[config.mk]
export PLATFORM = sky130hd
export DESIGN_NAME = cap_frame_ctrl
export DESIGN_NICKNAME = d
export VERILOG_FILES = /design/src/rtl/cap_frame_ctrl.sv
export SDC_FILE = /design/constraint.sdc
export NUM_CORES = 1
export LEC_CHECK = 0
export ABC_AREA = 1
export BUFFER_PORTS_ARGS = -buffer_cell sky130_fd_sc_hd__buf_4
export CORE_ASPECT_RATIO = 0.7
export CORE_MARGIN = 10
export CORE_UTILIZATION = 53
export CTS_BUF_LIST = sky130_fd_sc_hd__clkbuf_8
export CTS_CLUSTER_DIAMETER = 60
export CTS_CLUSTER_SIZE = 10
export DETAILED_ROUTE_END_ITERATION = 8
export HOLD_SLACK_MARGIN = 0.03
export PLACE_DENSITY = 0.75
export SKIP_LAST_GASP = 1
export SYNTH_ARGS = -nofsm -noshare
export SYNTH_HDL_FRONTEND = slang
export SYNTH_SLANG_ARGS = --single-unit
[constraint.sdc]
create_clock -name pclk -period 2.2 [get_ports pclk]
set_input_delay 0 -clock pclk [delete_from_list [all_inputs] [get_ports pclk]]
set_output_delay 0 -clock pclk [all_outputs]
set_load 0.02 [all_outputs]
[src/rtl/cap_frame_ctrl.sv]
// Frame-capture sequencer: gates the decoder's vsync/hsync/pdata so only whole frames reach the pixel path.
// Optional per-line/per-frame geometry check is built when CAP_LINE_CHECK_EN is defined.
module cap_frame_ctrl #(
    parameter int DW        = 8,
    parameter int EXP_LINES = 1080,
    parameter int EXP_COLS  = 1920,
    parameter int TO_W      = 24,
    parameter int TIMEOUT   = 4000000,
    parameter int FCNT_W    = 16
) (
    input  logic              pclk,
    input  logic              rst_n,
    input  logic              vsync,
    input  logic              hsync,
    input  logic [DW-1:0]     pdata,
    input  logic              start,
    input  logic              stop,
    input  logic              cfg_single,
    input  logic [3:0]        cfg_decim,
    output logic              cap_vsync,
    output logic              cap_hsync,
    output logic [DW-1:0]     cap_data,
    output logic              busy,
    output logic              frame_done,
    output logic [FCNT_W-1:0] frame_cnt,
    output logic              timeout,
    output logic              line_err
);

    typedef enum logic [1:0] {
        IDLE    = 2'd0,
        ARM     = 2'd1,
        CAPTURE = 2'd2
    } state_e;

    state_e              state_q;
    logic                vsync_q;
    logic [3:0]          skip_q;
    logic [3:0]          decim_q;
    logic                single_q;
    logic                stop_pend_q;
    logic [TO_W-1:0]     wd_q;
    logic                cap_vsync_q;
    logic                cap_hsync_q;
    logic [DW-1:0]       cap_data_q;
    logic                frame_done_q;
    logic [FCNT_W-1:0]   frame_cnt_q;
    logic                timeout_q;

    logic vs_rise;
    logic start_ok;
    logic wd_hit;
    logic cap_end;
    logic cap_exit;
    logic arm_hit;
    logic gate;

    // NOTE: every signal assigned here gets its value on every path, so no latch is inferred.
    always_comb begin
        vs_rise  = vsync & ~vsync_q;
        start_ok = (state_q == IDLE) & start & ~stop;
        wd_hit   = (state_q != IDLE) & ~vs_rise & (wd_q == TO_W'(TIMEOUT - 1));
        cap_end  = (state_q == CAPTURE) & vs_rise;
        cap_exit = cap_end & (single_q | stop_pend_q | stop | (decim_q != 4'd0));
        arm_hit  = (state_q == ARM) & vs_rise & (skip_q == 4'd0) & ~stop;
        gate     = ((state_q == CAPTURE) & ~cap_exit) | arm_hit;
    end

    // NOTE: sequential state uses non-blocking assignments so all registers update from pre-edge values.
    always_ff @(posedge pclk) begin
        if (!rst_n) begin
            state_q      <= IDLE;
            vsync_q      <= 1'b0;
            skip_q       <= 4'd0;
            decim_q      <= 4'd0;
            single_q     <= 1'b0;
            stop_pend_q  <= 1'b0;
            wd_q         <= '0;
            cap_vsync_q  <= 1'b0;
            cap_hsync_q  <= 1'b0;
            cap_data_q   <= '0;
            frame_done_q <= 1'b0;
            frame_cnt_q  <= '0;
            timeout_q    <= 1'b0;
        end else begin
            vsync_q      <= vsync;
            frame_done_q <= 1'b0;
            cap_vsync_q  <= vsync & gate;
            cap_hsync_q  <= hsync & gate;
            cap_data_q   <= gate ? pdata : '0;

            if (state_q == IDLE || vs_rise) begin
                wd_q <= '0;
            end else if (wd_q != {TO_W{1'b1}}) begin
                wd_q <= wd_q + TO_W'(1);
            end

            case (state_q)
                IDLE: begin
                    if (start_ok) begin
                        state_q     <= ARM;
                        skip_q      <= 4'd0;
                        decim_q     <= cfg_decim;
                        single_q    <= cfg_single;
                        stop_pend_q <= 1'b0;
                        timeout_q   <= 1'b0;
                    end
                end
                ARM: begin
                    if (wd_hit) begin
                        state_q   <= IDLE;
                        timeout_q <= 1'b1;
                    end else if (stop) begin
                        state_q <= IDLE;
                    end else if (vs_rise) begin
                        if (skip_q == 4'd0) state_q <= CAPTURE;
                        else                skip_q  <= skip_q - 4'd1;
                    end
                end
                CAPTURE: begin
                    if (wd_hit) begin
                        state_q     <= IDLE;
                        timeout_q   <= 1'b1;
                        stop_pend_q <= 1'b0;
                    end else if (vs_rise) begin
                        frame_done_q <= 1'b1;
                        frame_cnt_q  <= frame_cnt_q + FCNT_W'(1);
                        if (single_q | stop_pend_q | stop) begin
                            state_q     <= IDLE;
                            stop_pend_q <= 1'b0;
                        end else if (decim_q != 4'd0) begin
                            // The rise that ends this frame also opens the first skipped one.
                            state_q <= ARM;
                            skip_q  <= decim_q - 4'd1;
                        end
                    end else if (stop) begin
                        stop_pend_q <= 1'b1;
                    end
                end
                default: state_q <= IDLE;
            endcase
        end
    end

    assign cap_vsync  = cap_vsync_q;
    assign cap_hsync  = cap_hsync_q;
    assign cap_data   = cap_data_q;
    assign busy       = (state_q != IDLE);
    assign frame_done = frame_done_q;
    assign frame_cnt  = frame_cnt_q;
    assign timeout    = timeout_q;

`ifdef CAP_LINE_CHECK_EN
    localparam int LW = $clog2(EXP_LINES + 2);
    localparam int CW = $clog2(EXP_COLS + 2);

    logic          hsync_q;
    logic [LW-1:0] lines_q;
    logic [CW-1:0] pix_q;
    logic          line_err_q;
    logic          frame_start;
    logic          hs_rise;
    logic          hs_fall;

    always_comb begin
        frame_start = arm_hit | (cap_end & ~cap_exit);
        hs_rise     = hsync & ~hsync_q;
        hs_fall     = ~hsync & hsync_q;
    end

    always_ff @(posedge pclk) begin
        if (!rst_n) begin
            hsync_q    <= 1'b0;
            lines_q    <= '0;
            pix_q      <= '0;
            line_err_q <= 1'b0;
        end else begin
            hsync_q <= hsync;
            if (start_ok) line_err_q <= 1'b0;
            if (cap_end && lines_q != LW'(EXP_LINES)) line_err_q <= 1'b1;

            if (frame_start) begin
                lines_q <= '0;
                pix_q   <= '0;
            end else if (state_q == CAPTURE) begin
                if (hs_rise) begin
                    if (lines_q != {LW{1'b1}}) lines_q <= lines_q + LW'(1);
                    pix_q <= CW'(1);
                end else if (hsync && pix_q != {CW{1'b1}}) begin
                    pix_q <= pix_q + CW'(1);
                end
                if (hs_fall && pix_q != CW'(EXP_COLS)) line_err_q <= 1'b1;
            end
        end
    end

    assign line_err = line_err_q;
`else
    assign line_err = 1'b0;
`endif

endmodule

# ---- Word level (Yosys, flattened, before mapping)
# Cells that the tools add are included.
dict set report totals {
  output_inout_bits 30
  register_bits 65
  in_bits 19
  word_cells 108
}
dict set report classes {
  add_sub_neg 4
  n_mux 29
  n_reduce_logical 18
  eq_ne 20
  n_bitwise 24
}
# cell count
set op_table {}
lappend op_table {{$mux W4} 9}
lappend op_table {{$add A24 B1 Y24 const B} 1}
lappend op_table {{$eq A24 B22 Y1 const B} 1}
lappend op_table {{$ne A24 B24 Y1 const B} 1}
lappend op_table {{$mux W2} 9}
lappend op_table {{$add A16 B1 Y16 const B} 1}
lappend op_table {{$ne A2 B2 Y1 const B} 8}
lappend op_table {{$and A1 B1 Y1} 13}
lappend op_table {{$pmux W4 S3} 1}
lappend op_table {{$reduce_and A10 Y1} 1}
lappend op_table {{$ne A4 B3 Y1 const B} 2}
lappend op_table {{$ne A4 B4 Y1 const B} 2}
lappend op_table {{$sub A4 B1 Y4 const B} 2}
lappend op_table {{$mux W1} 7}
lappend op_table {{$not A1 Y1} 7}
lappend op_table {{$pmux W2 S3} 1}
lappend op_table {{$reduce_and A3 Y1} 2}
lappend op_table {{$reduce_bool A2 Y1} 3}
lappend op_table {{$reduce_and A5 Y1} 1}
lappend op_table {{$logic_not A4 Y1} 1}
lappend op_table {{$ne A2 B1 Y1 const B} 2}
lappend op_table {{$ne A4 B2 Y1 const B} 1}
lappend op_table {{$or A1 B1 Y1} 4}
lappend op_table {{$pmux W1 S2} 2}
lappend op_table {{11 further kinds} 13}

# ---- Depth between registers and ports, before layout
# Gate-level depths: netlist (run 1).
dict set report logic_depth {
  depth_word 8
  mapped_depth 11
  mapped_depth_nobuf 11
}

# ---- Worst setup path after synthesis (run 1)
# OpenSTA, ideal clock, no wires.
dict set report synth_timing {
  path_kind {reg-to-reg}
  from {register state_q[0]}
  to {register skip_q[2]}
  setup_ns 0.120
  arrival_ns 1.604
  setup_slack_ns 0.476
  stages_incl_launch_ff 11
  cell_sequence {dfxtp_1 > inv_1 > ha_1 > buf_4 > nand2_1 > o21ai_0 > ha_1 > o21ai_0 > a21oi_1 > o21ai_0 > a21oi_1}
}
dict set report synth_via {
  elab_chain_cells 5
  elab_cells_between_ends 20
}
# element line_no
set synth_rtl {}
lappend synth_rtl {{from (decl)} 36} ;# state_e state_q;
lappend synth_rtl {{from (signal assigned)} 72} ;# state_q <= IDLE;
lappend synth_rtl {{from (signal assigned)} 101} ;# state_q <= ARM;
lappend synth_rtl {{from (signal assigned)} 111} ;# state_q <= IDLE;
lappend synth_rtl {{$reduce_bool A2 Y1 / $logic_not A2 Y1 (equally long branches)} {62, 61, 98}}
lappend synth_rtl {{$and A1 B1 Y1, on equally long branches (2 in a row)} {62, 61}}
lappend synth_rtl {{$ne A2 B2 Y1 (no line)} n/a}
lappend synth_rtl {{$reduce_and A10 Y1 (no line)} n/a}
lappend synth_rtl {{to (signal assigned)} 117} ;# else skip_q <= skip_q - 4'd1;
lappend synth_rtl {{to (signal assigned)} 134} ;# skip_q <= decim_q - 4'd1;
lappend synth_rtl {{to (decl)} 38} ;# logic [3:0] skip_q;
# Several ways; a longest one is shown, not always the timed one.
# A chain may end at the register's enable or synchronous reset.

# ---- Worst setup path after layout (run 1)
# Same ends and word-level chain as after synthesis.

==> metrics.md, run 1 <==
| Metric | Value |
|---|---|
| Global routing's busiest layer | `met2` |
| Synth Area per Inst | `6.72 µm²` |
| Worst-path maximum fanout | `8` |
| Critical Path RT | `~2.5 ns` |
| Register area share after synthesis | `0.387` |
| Hold Vio Cnt, Final | `0` |
| Clock buffer depth | `2` |
| Reg2Reg Depth | `9` |
| Routed vias/inst | `roughly 5.1` |
| Core area | `between 6000 and 7000 µm²` |
| CTS Root Cell | `clkbuf_8` |
| CP Capture Type | `flip-flop` |
| Number of port buffers | `47` |
| Wire per inst | `13.1 µm` |
| Grt met2 use | `0.257` |
| CP dominant cell by count | `o21ai_0` |
| Initial antenna violation count | `0` |
| Status | `completed` |
| DRT antenna net count | `0` |
| Antenna Cells | `0` |
| Post-cts gate resize count | `0` |
| Final worst path period share | `0.908` |
| Nets | `599` |
| Slew @ Worst Pin | `between 0.7 and 0.8 ns` |
| Final core utilization | `0.684` |
| Die Y | `86.6 µm` |
| Area after DPL | `around 3800 µm²` |
| CTS buffer count | `9` |
| Post-CTS Repair Setup Buffers | `0` |
| Fin Clk Skew | `0.0115 ns` |
| Sequence of cells on the critical path | `inv_1 > ha_1 > buf_4 > o21ai_0 > ha_1 > o21ai_0 > a21oi_1 > o21ai_0 > a21oi_1` |
| Io pins | `49` |
| Die area | `9980 µm²` |
| Leak pwr | `0.00189 µW` |
| Critical path startpoint category | `flip-flop` |
| RD Place Congestion | `0.979` |
| Unrepaired setup endpoints after global routing | `false` |
| Via count | `between 3k and 4k` |
| Setup Viol. Count Final | `0` |
| VDD IR max | `727 µV` |
| Minimum clock period | `around 2.0 ns` |
| Cell Rows | `24` |
| Routing usage on met3 | `0.0531` |
| Power Density | `just under 900 nW/µm²` |
| Post-Syn Instances | `500` |
| Clock slew at reported path FFs | `0.07 ns` |
| Total track usage | `0.172` |
| Hold path depth | `5` |
| Worst Path Arrival | `around 2.3 ns` |
| Starting DRT DRC Count | `between 200 and 250` |
| CTS tree | `yes` |
| Total congestion overflow | `0` |
| Synth-to-layout area growth | `25.9%` |
| Design Area, Final | `4230 µm²` |
| First-pass GRT wire length | `14.2 mm` |
| Post-detail-place hpwl | `around 6.3 mm` |
| Post-Route WL | `~8.6 mm` |
| Hold WC Path Type | `input pin to flip-flop` |
| Largest net degree at the start of global routing | `26` |
| Max Fclk | `501 MHz` |
| Mapped Area | `approximately 3400 µm²` |
| TritonRoute pass-1 iters | `5` |
| Post-synthesis register bit count | `65` |
| Setup WS post-layout | `approximately 0.2 ns` |
| Drt drc | `0` |
| Max-Cap Viols | `0` |
| Post-Route Setup TNS | `0 ns` |
| Final Slew Violations | `0` |
| Clk Latency, worst-skew pair | `~0.34 ns` |
| Met1 usage | `0.232` |
| Unique masters post-synth | `32` |
| Syn_nets | `526` |
| Worst slack, placed | `0.260 ns` |
| Slew headroom | `0.522` |
| Number of global-route vias before repair | `roughly 3.0k` |
| Critical Path Max Stage Delay | `0.37 ns` |
| Fill cell count | `538` |
| Starting density of the core | `0.543` |
| CP max stage cell | `dfxtp_1` |
| Layout cells sized above 1 | `0.152` |
| Critical path type | `flip-flop to flip-flop` |
| Synth warnings | `0` |
| Chip width | `roughly 120 µm` |
| H-tree depth | `3` |
| Clock tree sinks | `65` |
-- cell usage after synthesis --
master	count	share of area
ha_1	7	0.026
nand2_1	98	0.11
xnor2_1	2	0.0052
nand3b_1	3	0.0067
nand3_1	32	0.048
nor2_1	67	0.075
a211oi_1	1	0.0022
nand2_2	5	0.0093
nor3_1	17	0.025
o21ai_0	40	0.060
and2b_1	1	0.0022
nand4_4	1	0.0063
conb_1	1	0.0011
nand4_1	8	0.015
o21ai_1	2	0.0030
nor2_4	3	0.010
nor3b_2	1	0.0037
buf_6	1	0.0033
buf_4	2	0.0045
buf_2	1	0.0015
clkinv_2	1	0.0015
a21oi_1	31	0.046
inv_2	2	0.0022
inv_1	83	0.093
nor2_2	4	0.0074
nor4_1	1	0.0019
clkbuf_1	3	0.0033
a31oi_1	6	0.011
nor3_2	4	0.012
xor2_1	6	0.016
o21a_1	1	0.0022
dfxtp_1	65	0.39
-- worst max-delay path, delay by kind of cell, from the launching register on --
family	cells	cell delay, ns
compound gates	5	0.72
fa+ha+maj	2	0.54
buf+inv	2	0.30
flops	1	0.37
-- cell type report --
type | count | area [µm²] | area share
multi-input cells | 342 | 1690 | 0.400
flip-flops and latches | 65 | 1300 | 0.308
repair buffers | 69 | 563 | 0.133
inverters | 86 | 324 | 0.0766
clock buffers | 10 | 138 | 0.0325
clock inverters | 6 | 114 | 0.0269
well taps | 78 | 97.6 | 0.0231
-- power by group --
part / total [µW] / switching, µW / internal, µW
clock: 1270 / 479 / 787
combinational: 1090 / 677 / 410
sequential: 1340 / 64.3 / 1280
-- sequential cells by signal, indices dropped and copies added, names as in the netlist --
name,flops
cap_data,8
cap_hsync,1
cap_vsync,1
decim_q,4
frame_cnt,16
frame_done,1
single_q,1
skip_q,4
state_q,2
stop_pend_q,1
timeout,1
vsync_q,1
wd_q,24
-- worst paths after layout --
path               from          end  slack [ns]
max          state_q[0]    skip_q[2]        0.20
min                stop  stop_pend_q         0.1
max reg2reg  state_q[0]    skip_q[2]        0.20
min reg2reg  decim_q[2]   decim_q[2]        0.49
-- timing repair --
item	4_1_cts	5_1_grt
setup endpoints to repair	0	0
hold buffers	18	0
hold endpoints to repair	29	0
-- cells by family (layout without fill, tap and decap cells) --
| kind of cell | after synthesis | in the layout | share of synthesized area |
|---|---|---|---|
| buffers and inverters | 93 | 171 | 0.109 |
| AOI/OAI and AO/OA | 81 | 81 | 0.124 |
| other | 1 | 1 | 0.00112 |
| adders and majority gates | 7 | 7 | 0.0261 |
| and+or+nand+nor | 245 | 245 | 0.332 |
| xor gates and xnor gates | 8 | 8 | 0.0208 |
| DFF | 65 | 65 | 0.387 |
-- per-stage QoR --
stage               hold WS (ns)  total power (µW)  std cells
finish                    0.0965              3690        656
global route               0.124              3930        656
CTS                       0.0615              3710        656
detailed placement         0.215              2400        622
global placement           0.210              2380        622
floorplan                 0.0935              2120        500
-- placed cells by master (no fill, tap or decap) --
master         synthesis  layout
nand2_1               98      98
inv_1                 83      83
nor2_1                67      67
dfxtp_1               65      65
buf_4                  2      51
o21ai_0               40      40
nand3_1               32      32
a21oi_1               31      31
dlygate4sd3_1          0      18
nor3_1                17      17
clkbuf_8               0      10
nand4_1                8       8
ha_1                   7       7
a31oi_1                6       6
xor2_1                 6       6
nand2_2                5       5
nor2_2                 4       4
nor3_2                 4       4
nor2_4                 3       3
nand3b_1               3       3
bufinv_16              0       3
o21ai_1                2       2
inv_2                  2       2
xnor2_1                2       2
clkinvlp_4             0       2
a211oi_1               1       1
and2b_1                1       1
nor4_1                 1       1
nand4_4                1       1
nor3b_2                1       1
clkinv_2               1       1
o21a_1                 1       1
conb_1                 1       1
inv_6                  0       1
-- routing by layer --
| metal | part of all wire | routed length (µm) |
|---|---|---|
| met1 | 0.50 | 4310 |
| met3 | 0.071 | 607 |
| met4 | 0.0089 | 76 |
| met5 | 0 | 0 |
| met2 | 0.42 | 3570 |
(Power assumes the default switching activity.)
==> run 2, diff against run 1 <==
Clock period 2.2 ns to 1.94 ns, I/O delays scaled along.
==> metrics.md, run 2 (synthesis gave the netlist of run 1 again) <==
| Metric | Value |
|---|---|
| Status | `completed` |
| Clock tree sinks | `65` |
| Max-Cap Viols | `0` |
| Leak pwr | `0.00190 µW` |
| Via count | `about 3.4k` |
| TritonRoute pass-1 iters | `5` |
| Max Fclk | `554 MHz` |
| Critical path startpoint category | `flip-flop` |
| Die area | `9980 µm²` |
| Largest net degree at the start of global routing | `26` |
| Post-Route WL | `8.64 mm` |
| Worst reg-to-reg setup slack | `0.13 ns` |
| First-pass GRT wire length | `about 14 mm` |
| Largest register FFs | `24` |
| Total track usage | `0.172` |
| Wire per inst | `13.1 µm` |
| Starting density of the core | `0.543` |
| Layout cells sized above 1 | `0.164` |
| Worst R2R Start | `wd_q[1]` |
| Worst hold slack | `around 0.084 ns` |
| Reg2reg end | `wd_q[14]` |
| Minimum clock period | `1.81 ns` |
| RD Place Congestion | `between 0.9 and 1` |
| CP Capture Type | `flip-flop` |
| Setup Viol. Count Final | `0` |
| Register area | `~1300 µm²` |
| VDD IR max | `about 770 µV` |
| Nets | `602` |
| Number of port buffers | `47` |
| Clock slew at reported path FFs | `roughly 0.080 ns` |
| Power Density | `983 nW/µm²` |
| Commonest non-fill, non-tap cell in the layout | `nand2_1` |
| Multi-input gate area | `~1700 µm²` |
| Clock buffer depth | `2` |
| Fill cell count | `530` |
| Hold Vio Cnt, Final | `0` |
| Final Slew Violations | `0` |
| Top reg by flops | `wd_q` |
| Reg2Reg Depth | `9` |
| Routed vias/inst | `5.12` |
| Worst-path maximum fanout | `12` |
| Unrepaired setup endpoints after global routing | `true` |
| Hold WC Path Type | `input pin to flip-flop` |
| CTS buffer count | `9` |
| CTS tree | `yes` |
| Cell Rows | `24` |
| Number of global-route vias before repair | `around 3.0k` |
| Antenna Cells | `0` |
| Starting DRT DRC Count | `223` |
| Chip width | `115 µm` |
| Setup WS post-layout | `~0.13 ns` |
| Worst hold start | `stop` |
| Post-detail-place hpwl | `6.39 mm` |
| H-tree depth | `3` |
| Synth-to-layout area growth | `27.0%` |
| Critical Path RT | `2.23 ns` |
| Io pins | `49` |
| Fin Clk Skew | `around 0.0093 ns` |
| Drt drc | `0` |
| DRT antenna net count | `0` |
| Hold path depth | `5` |
| Die Y | `86.6 µm` |
| Clk Latency, worst-skew pair | `0.35 ns` |
| Worst slack, placed | `roughly 0.009 ns` |
| Critical path type | `flip-flop to flip-flop` |
| Commonest non-fill, non-tap cells in the layout | `nand2_1, inv_1, nor2_1, dfxtp_1, buf_4` |
| Min-Delay Endpoint | `stop_pend_q` |
| Core area | `approximately 6200 µm²` |
| Final worst path period share | `0.931` |
| CTS Root Cell | `clkbuf_8` |
| Initial antenna violation count | `0` |
| Worst Path Arrival | `between 2 and 2.5 ns` |
| Total congestion overflow | `0` |
run 2: changes by cell type in the layout (fill, tap and decap cells not counted), sizes merged:
cell         delta
inv             +1
dlygate4sd3     -1
buf             +4
clkinvlp        -1
clkinv          +1
clkbuf          -1
run 2: area by class of cell:
| type | count | area share |
|---|---|---|
| timing repair buffer | 72 | 0.137 |
| inverter | 86 | 0.0759 |
| clock buffer | 9 | 0.0290 |
| sequential | 65 | 0.305 |
| clock inverter | 7 | 0.0278 |
| multi-input combinational | 342 | 0.403 |
| tap | 78 | 0.0229 |
run 2: how the worst max path moves through the flow:
stage / slack, ns / to / cells after the start / start
detailed placement: 0.009 / cap_data[5] / 7 / state_q[0]
CTS: 0.006 / frame_cnt[14] / 9 / state_q[0]
global placement: 0.1 / frame_cnt[14] / 9 / state_q[0]
global route: -0.03 / skip_q[0] / 9 / state_q[0]
finish: 0.13 / wd_q[14] / 9 / wd_q[1]
floorplan: 0.22 / skip_q[2] / 10 / state_q[0]
run 2: metrics by stage:
step	utilization	total power (µW)	std cells	cell area [µm²]	TNS [ns]
global route	0.690	4460	659	4270	-0.0312
detailed placement	0.617	2730	624	3810	0
global placement	0.617	2700	624	3810	0
finish	0.690	4200	659	4270	0
CTS	0.683	4160	657	4230	0
floorplan	-	2400	500	3360	0
run 2: per-layer routing:
layer | up-vias | track usage | routed length, µm | part of all wire
met5 | - | 0 | 0 | 0
met4 | 0 | 0.0594 | 121 | 0.014
met3 | 14 | 0.0469 | 696 | 0.081
met2 | 112 | 0.252 | 3610 | 0.42
met1 | 1503 | 0.235 | 4210 | 0.49
li1 | 1744 | - | - | -
run 2: power breakdown:
group / total (µW) / internal, µW / switching (µW)
combinational: 1280 / 484 / 797
clock: 1400 / 855 / 542
sequential: 1520 / 1450 / 71.4
total: 4200 / 2790 / 1410
run 2: critical path: stages (launching register included):
cell and delay [ns]:
dfxtp_1 0.39, ha_2 0.23, nand2_1 0.08, nor2_2 0.13, nand2_2 0.15, nor2_4 0.18
nand4_4 0.21, clkinv_2 0.19, o21ai_0 0.12, inv_1 0.08
run 2: repair_timing:
item / in CTS / in global routing
endpoints found under the setup margin: 0 / 28
hold buffers: 17 / 0
buffers inserted: 0 / 2
resized for setup: 0 / 6
hold endpoints to repair: 30 / 0
==> run 3, diff against run 2 <==
Clock period 1.94 ns to 1.7 ns, I/O delays scaled along.
==> metrics.md, run 3 (synthesis gave the netlist of run 1 again) <==
| Metric | Value |
|---|---|
| Status | `completed` |
| Critical path startpoint category | `flip-flop` |
| Clk Latency, worst-skew pair | `0.35 ns` |
| Critical Path RT | `between 1.5 and 2 ns` |
| Layout cells sized above 1 | `0.235` |
| Core area | `6190 µm²` |
| Sequence of cells on the critical path | `ha_1 > nand2_2 > nor2_4 > nand2_4 > nor2_4 > nand4_4 > clkinvlp_4 > nor2_1 > nor2_1` |
| CTS buffer count | `9` |
| Max-Cap Viols | `0` |
| Cells after DPL | `632` |
| DRT antenna net count | `0` |
| Critical path type | `flip-flop to flip-flop` |
| Critical Path Max Stage Delay | `0.35 ns` |
| Synth-to-layout area growth | `35.0%` |
| Initial antenna violation count | `0` |
| Die Y | `between 80 and 90 µm` |
| CP Capture Type | `flip-flop` |
| Minimum clock period | `1.66 ns` |
| Via count | `3545` |
| Largest net degree at the start of global routing | `26` |
| Io pins | `49` |
| TritonRoute pass-1 iters | `4` |
| Wire per inst | `approximately 14 µm` |
| Cell Rows | `24` |
| Worst slack, placed | `-0.0637 ns` |
| CTS Root Cell | `clkbuf_8` |
| Post-Route WL | `9.68 mm` |
| Hold WC Path Type | `input pin to flip-flop` |
| Die area | `9980 µm²` |
| Clock slew at reported path FFs | `0.08 ns` |
| CP max stage cell | `dfxtp_2` |
| Fin Clk Skew | `0.0135 ns` |
| Max Fclk | `601 MHz` |
| Power Density | `1120 nW/µm²` |
| Commonest non-fill, non-tap cells in the layout | `nand2_1, inv_1, buf_4, nor2_1, dfxtp_1` |
| Drt drc | `0` |
| Antenna Cells | `0` |
| Starting density of the core | `0.543` |
| Area after DPL | `3890 µm²` |
| Total track usage | `0.185` |
| Number of port buffers | `47` |
| Starting DRT DRC Count | `320` |
| Commonest non-fill, non-tap cell in the layout | `nand2_1` |
| Routed vias/inst | `5.20` |
| Clock buffer depth | `2` |
| Final Slew Violations | `0` |
| Total congestion overflow | `0` |
| Number of global-route vias before repair | `approximately 3.2k` |
| Largest register FFs | `24` |
| Unrepaired setup endpoints after global routing | `true` |
| CTS tree | `yes` |
| Post-detail-place hpwl | `about 6.6 mm` |
| Worst Path Arrival | `1.96 ns` |
| Worst-path maximum fanout | `8` |
| First-pass GRT wire length | `15.2 mm` |
| Leak pwr | `around 0.0021 µW` |
| Clock tree sinks | `65` |
| VDD IR max | `between 900 and 1000 µV` |
| Final worst path period share | `0.978` |
| Design Area, Final | `4540 µm²` |
| Setup Viol. Count Final | `0` |
| Top reg by flops | `wd_q` |
| Chip width | `around 120 µm` |
| RD Place Congestion | `0.876` |
| Non-filler cells, final | `roughly 680` |
| Hold Vio Cnt, Final | `0` |
| Setup WS post-layout | `~0.037 ns` |
| H-tree depth | `3` |
| Nets | `roughly 630` |
[run 3: cell count changes in the layout (fill, tap and decap cells not counted), moves of 3 or more]
cell / previous run / this run
dfxtp_2: 1 / 5
o21ai_0: 40 / 31
o21ai_1: 1 / 7
nor2_4: 3 / 6
inv_1: 84 / 81
nor2_1: 67 / 63
dfxtp_1: 64 / 59
nand2_2: 5 / 10
nand2_1: 98 / 91
buf_4: 55 / 74
[run 3: metrics by stage]
| step | setup TNS (ns) | hold slack, ns | utilization | total power [µW] |
|---|---|---|---|---|
| finish | 0 | 0.133 | 0.734 | 5070 |
| global route | -0.483 | 0.151 | 0.734 | 5360 |
| CTS | 0 | 0.0897 | 0.697 | 4670 |
| detailed placement | -0.610 | 0.217 | 0.629 | 3230 |
| global placement | 0 | 0.211 | 0.629 | 3170 |
| floorplan | 0 | 0.0935 | - | 2740 |
[run 3: worst max-delay path, delay by kind of cell (launching register included)]
family	cells	cell delay [ns]
fa+ha+maj	1	0.20
buf+inv	1	0.19
flops	1	0.35
simple gates	7	0.85
[run 3: path summary, 6_finish.rpt]
| check | cells after the start | endpoint | slack, ns | from |
|---|---|---|---|---|
| worst min register to register | 2 | decim_q[2] | 0.48 | decim_q[2] |
| worst max register to register | 9 | wd_q[1] | 0.04 | wd_q[1] |
| worst max-delay path | 9 | wd_q[1] | 0.04 | wd_q[1] |
| worst min-delay path | 5 | stop_pend_q | 0.13 | stop |
[run 3: final cells by class]
cell class	count	area, µm²
multi-input combinational	343	1840
fill	479	1650
sequential	65	1310
timing repair buffer	93	757
inverter	86	328
clock buffer	10	138
tap	78	97.6
clock inverter	6	65.1
timing repair inverter	1	7.51
[run 3: metal layers]
layer,GRT usage,part of all wire,vias up
met1,0.251,0.47,1620
li1,-,-,1793
met4,0.0504,0.0076,0
met3,0.0566,0.077,13
met5,0,0,-
met2,0.278,0.44,119
[run 3: repair_timing]
action	in CTS	in global routing
setup endpoints to repair	25	38
cloned	1	1
buffers inserted	2	13
hold buffers	17	0
resized for setup	6	44
endpoints found under the hold margin	28	0
pin swaps	1	14
[run 3: where the power goes]
part	internal (µW)	total, µW	switching (µW)	leakage, µW
combinational	874	1980	1110	0.00145
sequential	1660	1750	91.2	0.000529
clock	719	1340	625	0.000103
